===== src/rtl/key_event_scheduler.sv =====
// Debounces four push-buttons, classifies press/hold and serves events to an atomic test-and-clear port (`KEY_AUTOREPEAT_EN` adds hold auto-repeat).
// Latency: key_down changes DEBOUNCE_CYCLES+2 edges after a raw edge; ATC response one cycle after atc_req.
// Backpressure: none; one ATC request accepted per cycle, events coalesce into set flags and raise lost.
module key_event_scheduler #(
    parameter int DEBOUNCE_CYCLES = 50000,
    parameter int HOLD_CYCLES     = 25000000,
    parameter int REPEAT_CYCLES   = 10000000,
    parameter int CW              = 25
) (
    input  logic       clk,
    input  logic       rst,
    input  logic [3:0] key_n,
    input  logic       atc_req,
    input  logic [2:0] atc_bit,
    output logic       atc_valid,
    output logic       atc_hit,
    output logic [7:0] events,
    output logic [3:0] key_down,
    output logic       lost
);
    typedef enum logic [1:0] {IDLE, PRESSED, HELD} cls_state_t;

    localparam logic [CW-1:0] DB_LAST   = CW'(DEBOUNCE_CYCLES - 1);
    localparam logic [CW-1:0] HOLD_LAST = CW'(HOLD_CYCLES - 1);
`ifdef KEY_AUTOREPEAT_EN
    localparam logic [CW-1:0] REP_LAST  = CW'(REPEAT_CYCLES - 1);
    logic [CW-1:0] rep_cnt [4];
`endif

    logic [3:0]    sync1, sync2, sample;
    logic [CW-1:0] db_cnt [4];
    logic [CW-1:0] hold_cnt [4];
    cls_state_t    state [4];
    logic [3:0]    press_set, hold_set;
    logic [7:0]    ev_set, ev_clr;

    assign sample = ~sync2;

    always_ff @(posedge clk) begin
        if (rst) begin
            sync1    <= '0;
            sync2    <= '0;
            key_down <= '0;
            for (int i = 0; i < 4; i++) db_cnt[i] <= '0;
        end else begin
            sync1 <= key_n;
            sync2 <= sync1;
            for (int i = 0; i < 4; i++) begin
                if (sample[i] == key_down[i]) begin
                    db_cnt[i] <= '0;
                end else if (db_cnt[i] == DB_LAST) begin
                    key_down[i] <= ~key_down[i];
                    db_cnt[i]   <= '0;
                end else begin
                    db_cnt[i] <= db_cnt[i] + 1'b1;
                end
            end
        end
    end

    // A release on the last hold count still counts as a press: falling edge has priority.
    always_comb begin
        press_set = '0;
        hold_set  = '0;
        for (int i = 0; i < 4; i++) begin
            case (state[i])
                PRESSED: begin
                    if (!key_down[i])
                        press_set[i] = 1'b1;
                    else if (hold_cnt[i] == HOLD_LAST)
                        hold_set[i] = 1'b1;
                end
`ifdef KEY_AUTOREPEAT_EN
                HELD: begin
                    if (key_down[i] && rep_cnt[i] == REP_LAST)
                        hold_set[i] = 1'b1;
                end
`endif
                default: ;
            endcase
        end
    end

    always_ff @(posedge clk) begin
        if (rst) begin
            for (int i = 0; i < 4; i++) begin
                state[i]    <= IDLE;
                hold_cnt[i] <= '0;
`ifdef KEY_AUTOREPEAT_EN
                rep_cnt[i]  <= '0;
`endif
            end
        end else begin
            for (int i = 0; i < 4; i++) begin
                case (state[i])
                    IDLE: begin
                        if (key_down[i]) begin
                            state[i]    <= PRESSED;
                            hold_cnt[i] <= '0;
                        end
                    end
                    PRESSED: begin
                        if (!key_down[i]) begin
                            state[i] <= IDLE;
                        end else if (hold_cnt[i] == HOLD_LAST) begin
                            state[i] <= HELD;
`ifdef KEY_AUTOREPEAT_EN
                            rep_cnt[i] <= '0;
`endif
                        end else begin
                            hold_cnt[i] <= hold_cnt[i] + 1'b1;
                        end
                    end
                    HELD: begin
                        if (!key_down[i]) begin
                            state[i] <= IDLE;
`ifdef KEY_AUTOREPEAT_EN
                        end else if (rep_cnt[i] == REP_LAST) begin
                            rep_cnt[i] <= '0;
                        end else begin
                            rep_cnt[i] <= rep_cnt[i] + 1'b1;
`endif
                        end
                    end
                    default: state[i] <= IDLE;
                endcase
            end
        end
    end

    assign ev_set = {hold_set, press_set};
    assign ev_clr = atc_req ? (8'd1 << atc_bit) : 8'd0;

    // Clear before set, so a colliding event survives while the response reports the old flag.
    always_ff @(posedge clk) begin
        if (rst) begin
            events    <= '0;
            atc_valid <= 1'b0;
            atc_hit   <= 1'b0;
            lost      <= 1'b0;
        end else begin
            events    <= (events & ~ev_clr) | ev_set;
            atc_valid <= atc_req;
            atc_hit   <= atc_req & events[atc_bit];
            if (|(ev_set & events & ~ev_clr))
                lost <= 1'b1;
        end
    end
endmodule


===== config.mk =====
export PLATFORM = sky130hd
export DESIGN_NAME = key_event_scheduler
export DESIGN_NICKNAME = d
export VERILOG_FILES = /design/src/rtl/key_event_scheduler.sv
export SDC_FILE = /design/constraint.sdc
export NUM_CORES = 1
export LEC_CHECK = 0
export CORE_MARGIN = 2
export CORE_UTILIZATION = 45
export CTS_BUF_LIST = sky130_fd_sc_hd__clkbuf_4 sky130_fd_sc_hd__clkbuf_8
export DETAILED_ROUTE_END_ITERATION = 16
export SETUP_SLACK_MARGIN = 0.1
export SYNTH_ARGS = -nofsm -noshare
export SYNTH_HDL_FRONTEND = slang
export SYNTH_SLANG_ARGS = --single-unit

===== constraint.sdc =====
create_clock -name clk -period 3.3 [get_ports clk]
set_input_delay 0.66 -clock clk [delete_from_list [all_inputs] [get_ports clk]]
set_output_delay 0.66 -clock clk [all_outputs]
set_load 0.02 [all_outputs]

# After elaboration in Yosys (flattened, before gate mapping)
# Memories as Yosys holds them, arrays and structs flattened.
# Index checks and enable logic that the tools add are counted.
# Widths: inputs -> output; s select.
[word_totals]
register_bits = 23
latch_bits = 0
ramBits = 208
romBits = 0
inputBits = 10
wordCells = 296
mem_count = 3
[mem_list]
columns = ["memory", "words", "word_bits", "read_ports", "rd_clocked_by_memory_dff", "wr", "line", "rtl"]
rows = [
  ["db_cnt", 4, 25, 4, 0, 4, "31", "logic [CW-1:0] db_cnt [4];"],
  ["hold_cnt", 4, 25, 4, 0, 4, "32", "logic [CW-1:0] hold_cnt [4];"],
  ["state", 4, 2, 4, 0, 4, "33", "cls_state_t state [4];"],
]
[classes]
addsub = 8
mul = 0
div = 0
n_lt_le_gt_ge = 1
n_eq_ne = 20
shift = 1
muxes = 185
n_bitwise = 55
n_reduce_logical = 13
[ops]
columns = ["operator", "count"]
rows = [
  ["$mux 25", 20],
  ["$add 25x1->25 const B", 8],
  ["$mux 1", 143],
  ["$eq 25x16->1 const B", 4],
  ["$eq 25x25->1 const B", 4],
  ["$mux 2", 20],
  ["$or 1x1->1", 40],
  ["$and 8x8->8", 3],
  ["$reduce_or 3->1", 4],
  ["$eq 2x1->1 const B", 4],
  ["$eq 2x2->1 const B", 4],
  ["$logic_not 2->1", 4],
  ["$mux 8", 1],
  ["$not 1->1", 8],
  ["$not 8->8", 1],
  ["$or 8x8->8", 1],
  ["$reduce_and 2->1", 4],
  ["$reduce_or 8->1", 1],
  ["$shl 1x3->8 const A", 1],
  ["$eq 1x1->1", 4],
  ["$lt 3x4->1 const B", 1],
  ["$not 4->4", 1],
  ["$bmux 1 s3", 1],
  ["$and 1x1->1", 1],
]

# Longest topological paths before layout
[depth]
ltp_word = 9
mapped_depth = 8
mapped_depth_nobuf = 6

# Least setup slack after synthesis
# Ideal clock, no wire load.
[synth_path]
path_kind = "reg2reg"
startpoint = "memory hold_cnt[0][0]"
endpoint = "memory hold_cnt[0][0] (enable)"
t_arrival_ns = 2.296
setup_slack_ns = 0.572
stages_incl_launch_ff = 8
n_path_buf = 2
cell_sequence = "edfxtp_1 ha_1 nand2_1 nor4_1 a311o_1 clkbuf_1 clkbuf_1 nand2_1"
[synth_lines]
columns = ["element", "line"]
rows = [
  ["start: declaration", "32"],
]

==> flow_summary.yaml <==
status:
  outcome: "finished, final reports clean"
timing:
  setup_violations: 0
  fin_worst_skew_ns: 0.0200
  clock.fmax_mhz: 352
  finalHoldWorstSlack_ns: 0.438
  period_share_pct: 86.0
  finalSetupTns_ns: 0
  rsz0062_at_grt: "false"
  slew-limit-headroom_pct: 35.2
  min_period_ns: 2.84
  hold_viol: 0
  tightest_slew_ns: 0.972
  slew_viol_final: 0
synth:
  yosysWarnings: 0
  ys_types: 54
  yosysSeqAreaShare_pct: 54.4
  avgSynthCellArea_um2: 10.2
  synth_flop_cell: "edfxtp_1"
  synthArstFlopShare_pct: 0
  mappedNetlistArea_mm2: 0.0123
  synth_edf_count: 208
  ys_ff_latch: 231
  syn_inst: 1203
floorplanning:
  core_mm2: 0.0270
  die-area_mm2: 0.0287
  start_util_pct: 45.7
  num_io_pins: 25
  die_w_um: 170
  die_y_um: 170
  rows: 60
cells_and_area:
  diodes: 0
  final_common_cell: "nor2_1"
  final_nets: 1360
  final_cell_mix: "nor2_1, edfxtp_1, xnor2_1"
  drive_above_1_share_pct: 7.87
  syn_to_final_growth_pct: 15.2
  fillers: 2453
grt:
  grt_usage_pct: 16.7
  grt_pass1_vias: 8481
  grt_antenna_before_repair: 1
  grt_pass1_wl_um: 40300
  grt_max_degree: 35
  gr-total-overflow: 0
pwr:
  totalPowerFinal_mw: 6.63
  pwr_density_cell_mw_per_mm2: 467
  swShare_pct: 22.6
  pwr-share-clk_pct: 42.0
  power_leakage_nw: 4.86
  p_seq_share_pct: 52.7
  p_comb_share_pct: 5.3
  switching_power_mw: 1.50
  p_int_mw: 5.14
  ir_worst_vdd_mv: 0.328
drt:
  num_vias: 8744
  drc: 0
  drtIter0Drc: 622
  viasPerCell: 5.10
  first_pass_iters: 5
  post_drt_wl_per_cell_um: 13.7
  wirelength_um: 23400
  final_antenna_net_count: 0
worst_setup_path:
  cp_top_family: "simple AND/OR/NAND/NOR gates"
  critPathRequiredTime_ns: 3.41
  crit_fanout: 25
  cp-start-kind: "flip-flop"
  slowest_stage: "or4_4"
  path_buf_inv: 0
  crit_chain: "ha_1 -> nand4_1 -> or2_1 -> or4_4 -> or2_2 -> a21o_1"
  critPathCaptureType: "flip-flop"
  critPathMaxStageDelay_ns: 0.56
  critPathArrivalTime_ns: 2.95
  crit_type: "reg2reg"
  rrSetupSlack_ns: 0.46
  worst-path-stages: 6
  r2r.worst_path.cells: 6
clock_network:
  cts_tree: "done"
  clock-root-buffer: "clkbuf_8"
  clock_sinks: 231
  cts_made_buffers: 41
  clk_latency_ns: 0.53
  postCtsHoldBufs: 0
  cts_max_level: 2
  post_cts_buffers: 0
  clk_pin_slew_ns: 0.05
  cts_buffer_depth: 3
  cts_resized: 0
worst_hold_path:
  holdCritPathClass: "reg2reg"
  min_path_cells: 1
placed_design:
  gp_congestion: 0.769
  io_buffers: 24
  dp_hpwl_um: 15800
run:
  cap_violations: 0
-- path summary, 6_finish.rpt --
path / from / end
setup / recovery: hold_cnt[3][0] / hold_cnt[3][7]
hold / removal: sync1[2] / sync2[2]
hold reg to reg: sync1[2] / sync2[2]
setup reg to reg: hold_cnt[3][0] / hold_cnt[3][7]
-- worst reg2reg max path, stage by stage (launching register included) --
cell and delay (ns):
edfxtp_1 0.40, ha_1 0.23, nand4_1 0.13, or2_1 0.26, or4_4 0.56, or2_2 0.30, a21o_1 0.53
-- per-stage QoR --
stage | setup slack (ns) | utilization (%) | instances | cell area [µm²]
4_1_cts | 0.412 | 52.7 | 1713 | 14200
5_1_grt | 0.232 | 52.7 | 1713 | 14200
2_1_floorplan | 0.572 | - | 1302 | 12700
3_5_place_dp | 0.440 | 49.4 | 1640 | 13300
6_report | 0.461 | 52.7 | 1713 | 14200
3_3_place_gp | 0.514 | 49.4 | 1640 | 13300
-- area by class of cell --
class	instances	area, µm²	area share (%)
clock buffers	70	863	6.08
clock inverters	3	15.0	0.106
inverters	31	116	0.819
multi-input cells	997	5710	40.2
flip-flops and latches	231	6710	47.2
well taps	341	427	3.00
repair buffers	40	368	2.59
-- flip-flops by register name, summed over array words and instances, names as in the netlist --
register,flops
hold_cnt,100
atc_hit,1
key_down,4
state,8
sync2,4
lost,1
events,8
sync1,4
db_cnt,100
atc_valid,1
-- synth_stat cells (all sizes together) (2+ instances only) --
library cell / number / area, µm²
inv: 31 / 116
nand3: 72 / 360
nand2b: 3 / 18.8
nor2: 255 / 957
a31oi: 2 / 12.5
xnor2: 104 / 911
dfxtp: 23 / 460
ha: 8 / 100
nor3b: 4 / 30.0
nor4b: 6 / 52.6
mux4: 2 / 45.0
clkbuf: 38 / 143
or2: 9 / 56.3
nor2b: 15 / 93.8
a21oi: 8 / 40.0
nand4b: 2 / 17.5
buf: 5 / 25.0
nor4bb: 3 / 30.0
a21o: 4 / 30.0
nand4bb: 3 / 33.8
and2: 10 / 62.6
nand2: 78 / 293
edfxtp: 208 / 6250
nor3: 37 / 185
or4b: 2 / 20.0
a211oi: 2 / 15.0
and3: 35 / 220
xor2: 82 / 718
mux2i: 2 / 20.0
nand4: 48 / 300
or3: 14 / 88.8
o21ai: 9 / 45.0
a22oi: 2 / 15.0
nor4: 42 / 263
and4: 16 / 141
or4: 8 / 65.1
-- cells by family (layout without fill, tap and decap cells) --
kind of cell             count (synthesis)  in the layout  synth area share, %
adder cells (fa/ha/maj)                  8              8                0.812
multiplexers                             4              4                0.528
buffers and inverters                   74            144                 2.30
XOR/XNOR                               186            186                 13.2
flip-flops                             231            231                 54.4
AO/OA/AOI/OAI                           36             36                 1.93
AND/OR/NAND/NOR                        663            663                 26.8
other                                    1            100               0.0304
-- metal layers --
layer	wire [µm]	global-route usage, %	share of wire [%]	up-vias
met2	10200	26.2	44	105
li1	-	-	-	4462
met1	11600	23.6	50	4128
met4	433	4.27	1.9	2
met5	8	0	0.034	-
met3	1160	3.85	5.0	47
-- power by group through the flow --
stage | sequential (mW) | combinational [mW] | clock (mW)
finish | 3.50 | 0.350 | 2.79
global route | 3.52 | 0.402 | 3.00
CTS | 3.49 | 0.352 | 2.89
detailed placement | 3.55 | 0.349 | 0
global placement | 3.55 | 0.346 | 0
floorplan | 3.52 | 0.263 | 0
Note: power is estimated with default switching activity, not from simulation.
